--- src/rtl/countdown_timer_if.sv ---
// Control/preset inputs and remaining-time/status outputs of the countdown timer.
// master drives presets and pulses; slave is the timer itself.
interface countdown_timer_if;
  logic       tick;
  logic       load;
  logic [6:0] set_numb_hour;
  logic [6:0] set_numb_min;
  logic [6:0] set_numb_sec;
  logic       start;
  logic       pause;
  logic [6:0] hour_w;
  logic [6:0] min_w;
  logic [6:0] sec_w;
  logic       running;
  logic       expired;
  logic       done_pulse;

  modport master (
    output tick, load, set_numb_hour, set_numb_min, set_numb_sec, start, pause,
    input  hour_w, min_w, sec_w, running, expired, done_pulse
  );

  modport slave (
    input  tick, load, set_numb_hour, set_numb_min, set_numb_sec, start, pause,
    output hour_w, min_w, sec_w, running, expired, done_pulse
  );
endinterface

--- src/rtl/countdown_timer.sv ---
// H:M:S countdown timer with IDLE/RUN/PAUSED/EXPIRED control; all outputs registered, one-cycle latency.
// No backpressure: every tick/load/start/pause pulse is acted on in the cycle it is presented.
module countdown_timer (
  input  logic              sys_clk,
  input  logic              rst_n,
  countdown_timer_if.slave  bus
);

  typedef enum logic [1:0] {IDLE, RUN, PAUSED, EXPIRED} state_t;

  state_t     state;
  logic [6:0] hour_q;
  logic [6:0] min_q;
  logic [6:0] sec_q;
  logic       running_q;
  logic       expired_q;
  logic       done_q;

  logic [6:0] ld_hour;
  logic [6:0] ld_min;
  logic [6:0] ld_sec;
  logic       count_zero;
  logic       count_one;

  assign ld_hour    = (bus.set_numb_hour > 7'd23) ? 7'd23 : bus.set_numb_hour;
  assign ld_min     = (bus.set_numb_min  > 7'd59) ? 7'd59 : bus.set_numb_min;
  assign ld_sec     = (bus.set_numb_sec  > 7'd59) ? 7'd59 : bus.set_numb_sec;
  assign count_zero = (hour_q == 7'd0) && (min_q == 7'd0) && (sec_q == 7'd0);
  assign count_one  = (hour_q == 7'd0) && (min_q == 7'd0) && (sec_q == 7'd1);

  always_ff @(posedge sys_clk or negedge rst_n) begin
    if (!rst_n) begin
      state     <= IDLE;
      hour_q    <= 7'd0;
      min_q     <= 7'd0;
      sec_q     <= 7'd0;
      running_q <= 1'b0;
      expired_q <= 1'b0;
      done_q    <= 1'b0;
    end else begin
      done_q <= 1'b0;
      if (bus.load) begin
        state     <= IDLE;
        hour_q    <= ld_hour;
        min_q     <= ld_min;
        sec_q     <= ld_sec;
        running_q <= 1'b0;
        expired_q <= 1'b0;
      end else begin
        case (state)
          IDLE, PAUSED: begin
            // start+pause together outside RUN counts as start
            if (bus.start && !count_zero) begin
              state     <= RUN;
              running_q <= 1'b1;
            end
          end
          RUN: begin
            if (bus.pause) begin
              state     <= PAUSED;
              running_q <= 1'b0;
            end else if (bus.tick) begin
              // RUN never holds 0:0:0, so the hour borrow cannot underflow
              if (sec_q != 7'd0) begin
                sec_q <= sec_q - 7'd1;
              end else begin
                sec_q <= 7'd59;
                if (min_q != 7'd0) begin
                  min_q <= min_q - 7'd1;
                end else begin
                  min_q  <= 7'd59;
                  hour_q <= hour_q - 7'd1;
                end
              end
              if (count_one) begin
                state     <= EXPIRED;
                running_q <= 1'b0;
                expired_q <= 1'b1;
                done_q    <= 1'b1;
              end
            end
          end
          default: begin
          end
        endcase
      end
    end
  end

  assign bus.hour_w     = hour_q;
  assign bus.min_w      = min_q;
  assign bus.sec_w      = sec_q;
  assign bus.running    = running_q;
  assign bus.expired    = expired_q;
  assign bus.done_pulse = done_q;

endmodule

--- src/flat_wrapper.sv ---
// flat-port wrapper written by rule: the top's interface ports become plain ports
module countdown_timer_flat 
  (sys_clk, rst_n, bus_tick, bus_load, bus_set_numb_hour, bus_set_numb_min, bus_set_numb_sec, bus_start, bus_pause, bus_hour_w, bus_min_w, bus_sec_w, bus_running, bus_expired, bus_done_pulse);
  countdown_timer_if bus_i ();
  input  logic sys_clk;
  input  logic rst_n;
  input wire logic [$bits(bus_i.tick)-1:0] bus_tick;
  input wire logic [$bits(bus_i.load)-1:0] bus_load;
  input wire logic [$bits(bus_i.set_numb_hour)-1:0] bus_set_numb_hour;
  input wire logic [$bits(bus_i.set_numb_min)-1:0] bus_set_numb_min;
  input wire logic [$bits(bus_i.set_numb_sec)-1:0] bus_set_numb_sec;
  input wire logic [$bits(bus_i.start)-1:0] bus_start;
  input wire logic [$bits(bus_i.pause)-1:0] bus_pause;
  output wire logic [$bits(bus_i.hour_w)-1:0] bus_hour_w;
  output wire logic [$bits(bus_i.min_w)-1:0] bus_min_w;
  output wire logic [$bits(bus_i.sec_w)-1:0] bus_sec_w;
  output wire logic [$bits(bus_i.running)-1:0] bus_running;
  output wire logic [$bits(bus_i.expired)-1:0] bus_expired;
  output wire logic [$bits(bus_i.done_pulse)-1:0] bus_done_pulse;
  assign bus_i.tick = bus_tick;
  assign bus_i.load = bus_load;
  assign bus_i.set_numb_hour = bus_set_numb_hour;
  assign bus_i.set_numb_min = bus_set_numb_min;
  assign bus_i.set_numb_sec = bus_set_numb_sec;
  assign bus_i.start = bus_start;
  assign bus_i.pause = bus_pause;
  assign bus_hour_w = bus_i.hour_w;
  assign bus_min_w = bus_i.min_w;
  assign bus_sec_w = bus_i.sec_w;
  assign bus_running = bus_i.running;
  assign bus_expired = bus_i.expired;
  assign bus_done_pulse = bus_i.done_pulse;
  countdown_timer u_core (.sys_clk(sys_clk), .rst_n(rst_n), .bus(bus_i));
endmodule
--- config.mk ---
export PLATFORM = sky130hd
export DESIGN_NAME = countdown_timer_flat
export DESIGN_NICKNAME = d
export VERILOG_FILES = /design/src/rtl/countdown_timer_if.sv /design/src/rtl/countdown_timer.sv /design/src/flat_wrapper.sv
export SDC_FILE = /design/constraint.sdc
export NUM_CORES = 1
export LEC_CHECK = 0
export CORE_ASPECT_RATIO = 1.4
export CORE_MARGIN = 1.5
export CORE_UTILIZATION = 49
export DETAILED_ROUTE_END_ITERATION = 12
export PLACE_DENSITY = 0.92
export SYNTH_ARGS = -nofsm -noshare
export SYNTH_HDL_FRONTEND = slang
export SYNTH_SLANG_ARGS = --single-unit
--- constraint.sdc ---
create_clock -name sys_clk -period 3.9 [get_ports sys_clk]
set_input_delay 0.975 -clock sys_clk [delete_from_list [all_inputs] [get_ports sys_clk]]
set_output_delay 0.975 -clock sys_clk [all_outputs]
set_load 0.02 [all_outputs]
Word-level counts from Yosys, hierarchy flattened. Index checks and enable logic that the tools add are counted.

Bits in registers: 26.

Equality and inequality tests: 9. $lt $le $gt $ge: 3. Multiplexer cells: 42. Reduce and logical (&&, ||, !) cells: 21. Add/sub/neg operators: 3.

Operators with widths (number): $mux 7 (20); $logic_not 7->1 (3); $sub 7x1->7 const B (3); $mux 1 (15); $gt 7x6->1 const B (2); $reduce_bool 7->1 (2); $reduce_and 4->1 (3); $mux 2 (5); $eq 7x1->1 const B (1); $gt 7x5->1 const B (1); $ne 2x2->1 const B (3); $reduce_bool 2->1 (3); $reduce_and 5->1 (1); $logic_and 1x1->1 (4); $ne 4x3->1 const B (1); $ne 4x4->1 const B (1); $pmux 2 s2 (1); $ne 3x2->1 const B (1); $reduce_and 3->1 (1); $reduce_bool 3->1 (1); $eq 2x1->1 const B (1); $eq 2x2->1 const B (1); $logic_not 2->1 (1); $pmux 1 s2 (1); other kinds (2) (2).

Logic depth before layout (Yosys ltp).
Depth in word-level cells: 8. Mapped depth: 8. Depth with buffers taken out: 7.

Least setup slack after synthesis. Ideal clock, no wire load.

Kind: input-to-reg. From: input port bus_pause. To: register u_core.hour_q[4], in the netlist u_core.bus.hour_w[4]. Arrival time: 2.276 ns. Stages on the path: 6. Required time: 3.766 ns. Path slack: 1.490 ns. Cells stage by stage: nand4bb_1 > or3_1 > clkbuf_1 > nor4_1 > xnor2_1 > mux2i_1.

Cells in the longest elaborated chain, start to end: 2.

Ends and longest elaborated chain: start: declaration (RTL line flat_wrapper.sv:13) `input wire logic [$bits(bus_i.pause)-1:0] bus_pause;`; $ne 2x2->1 (no line); $reduce_and 5->1 (no line); end signal: assignment (RTL line countdown_timer.sv:44) `hour_q <= ld_hour;`; end signal: assignment (RTL line countdown_timer.sv:72) `hour_q <= hour_q - 7'd1;`; end: declaration (RTL line countdown_timer.sv:12) `logic [6:0] hour_q;`.

Every way passes these cells. A chain may end at the register's enable or synchronous reset.

Final worst setup path. Same ends and word-level chain as after synthesis.

==> results.md <==
- Status: finished clean
- CP required: between 4 and 5 ns
- Yosys top cell by area: dfrtp_1
- Overall power: 601 uW
- Core area: 0.00306 sq mm
- CTS Buf Count: 3
- Routed wire length: around 3.9 mm
- Gpl congestion: between 0.8 and 0.9
- Crit path capture type: flip-flop
- TNS Setup: 0 ns
- Type of origin of the critical path: input pin
- Switch Pwr: 173 uW
- FP Rows: 24
- Post-synthesis mux area share: 0.0129
- Total power per unit cell area: around 280 mW/mm^2
- Cell variety after synth: 42
- Crit Path Category: input pin to flip-flop
- Leak Pwr: slightly below 0.9 nW
- Wire length per cell: between 10 and 15 microns
- Post-synth EDFFs: 0
- Register area share after synthesis: 0.418
- Vias: 1,507
- Max FO, Critical Path: 9
- Share of layout cells above drive strength 1: 0.0538
- Post-synthesis register bit count: 26
- I/O Buffers: 50
- Setup ws final: ~1.1 ns
- Clock sink count: 26
- Finished Core Util: 0.701
- Fin. Hold Viols: 0
- I/O pin cnt: 51
- CTS Hold Bufs: 0
- Synth Area in Compound Gates: 0.191
- Design Area, Final: around 0.0021 sq mm
- Antenna violations before repair: 0
- Final Skew: approximately 0.0026 ns
- Gr usage total: 0.240
- Maximum clock path buffer count: 2
- Fillers: approximately 250
- RSZ-0062 raised after global routing: no
- Logic pwr share: 0.243
- Period utilization: 0.726
- Post-Synth Simple-Gate Area: 0.245
- H-Tree Depth: 1
- Fmax: ~350 MHz
- HPWL Detailed: just under 3 mm
- Relative slew slack: 0.509
- Synth top area cells: dfrtp_1, ha_1, nor3_1
- Yosys warnings: 0
- Residual DRC: 0
- Vias in the first global route: about 1,500
- Average cell area after synthesis: ~9.0 sq um
- Clock share of power: 0.250
- Synthesized Nets: 205
- Die Y: roughly 70 microns
- DRT antenna net count: 0
- Nets: around 260
- Worst hold path class: flip-flop to flip-flop
- Actual slew at the worst max-slew pin: about 0.73 ns
- Hold slack: approximately 0.51 ns
- Iter 0 DRT Violations: 75
- N_diodes: 0
- Max-cap violations: 0
- Area grow syn2layout: 38.0%
- Share of the synthesized area in the top cell type: 0.418
- Post-CTS sizing: 0
- DR pass1 iterations: 4
- CTS clk-pin slew, worst paths: about 0.09 ns
- P_int: between 400 and 500 uW
- Synth Area in Adders: 0.0402
- Postcts setup bufs: 0
- Insertion delay to the later sink of the worst-skew pair: 0.27 ns
- Max-slew violations: 0
- FFs w/ async S/R, synth: 1.00
- First-pass GRT wire length: 6.49 mm
- CTS root buffer: clkbuf_8
- Final critical-path required period: around 2.8 ns
- Predominant post-synthesis flop cell: dfrtp_1
- Mapped Cells: approximately 170
- Final setup viols: 0
- Largest family of logic cells by synthesized area: simple AND/OR/NAND/NOR gates
- Worst vdd ir: around 270 uV
- Switching power share of the total: 0.287
- Post-Synth XOR/XNOR Area: 0.0451
- Post-DR vias/cell: between 5 and 6
- Total gr overflow: 0
- Placed cell area: about 0.0021 sq mm
- Inst Count DP: 259
- Die width: 50.6 microns
- Die Footprint: 0.00353 sq mm
- Pre-CTS setup slack: ~0.83 ns
- Cell Area, Synth: ~0.0016 sq mm
- Fin cells: around 260
- Largest net degree at the start of global routing: 27
- WP data arrival: around 3.0 ns
- CTS tree: built
- Initial Util: 0.508
- Power share of the sequential group: 0.507
synthesized netlist by cell type, types with 5 or more instances:
library cell	number
inv_1	14
o22ai_1	5
dfrtp_1	26
a21oi_1	11
ha_1	5
nor2_1	16
nor3_1	12
clkbuf_1	5
o21ai_0	9
nand2_1	5
nand3_1	8
xor2_1	5
worst max-delay path, cell delays in order:
cell and delay [ns]:
clkdlybuf4s50_1 0.51, nand4bb_1 0.39, or3_1 0.52, nor4_1 0.34
xnor2_1 0.16, mux2i_1 0.08
power groups by stage:
stage | logic, mW | registers, mW | clock network (mW)
floorplan | 0.0500 | 0.325 | 0
global placement | 0.142 | 0.309 | 0
detailed placement | 0.146 | 0.309 | 0
CTS | 0.147 | 0.304 | 0.155
global route | 0.159 | 0.308 | 0.168
finish | 0.146 | 0.305 | 0.150
worst paths after layout:
path | from | to | slack (ns) | depth (start not counted)
min in group asynchronous | rst_n | u_core.bus.min_w[5] | 1.07 | 2
max in group asynchronous | rst_n | u_core.bus.hour_w[2] | 2.58 | 2
min | u_core.bus.expired | u_core.bus.expired | 0.51 | 1
max reg2reg | u_core.bus.sec_w[0] | u_core.bus.hour_w[4] | 1.52 | 7
max | bus_pause | u_core.bus.hour_w[4] | 1.07 | 6
min reg2reg | u_core.bus.expired | u_core.bus.expired | 0.51 | 1
sequential cells by signal, indices dropped and copies added (netlist names):
name and flops:
u_core.bus.expired 1, u_core.bus.done_pulse 1, u_core.bus.hour_w 7, u_core.bus.running 1, u_core.state 2, u_core.bus.min_w 7
u_core.bus.sec_w 7
layout make-up:
class,count,area [sq um],area share
Sequential cell,26,651,0.303
Multi-Input combinational cell,127,830,0.387
Timing Repair Buffer,53,523,0.244
Tap cell,39,48.8,0.0227
Clock buffer,3,41.3,0.0192
Inverter,14,52.6,0.0245
layer usage:
metal / track usage / vias to the layer above / part of all wire / wire length, microns
met1: 0.267 / 713 / 0.40 / 1550
met4: 0.108 / 0 / 0.013 / 52
li1: - / 736 / - / -
met3: 0.0345 / 6 / 0.043 / 169
met2: 0.437 / 52 / 0.54 / 2120
met5: 0 / - / 0 / 0
kinds of logic after synthesis:
logic type,after synthesis
buf+inv,20
compound gates,45
xor+xnor,8
fa+ha+maj,5
simple gates,67
flops,26
mux,2
cells in the final DEF, fill, tap and decap left out, drive strengths merged, types with 3 or more instances in the layout:
| cell | count |
|---|---|
| a21oi | 12 |
| and3 | 3 |
| buf | 3 |
| clkbuf | 3 |
| clkdlybuf4s50 | 50 |
| dfrtp | 26 |
| ha | 5 |
| inv | 14 |
| nand2 | 5 |
| nand2b | 4 |
| nand3 | 8 |
| nor2 | 16 |
| nor3 | 14 |
| nor4 | 3 |
| o21a | 3 |
| o21ai | 9 |
| o22a | 3 |
| o22ai | 5 |
| o31ai | 3 |
| or3 | 4 |
| xnor2 | 3 |
| xor2 | 5 |
(Power assumes the default switching activity.)
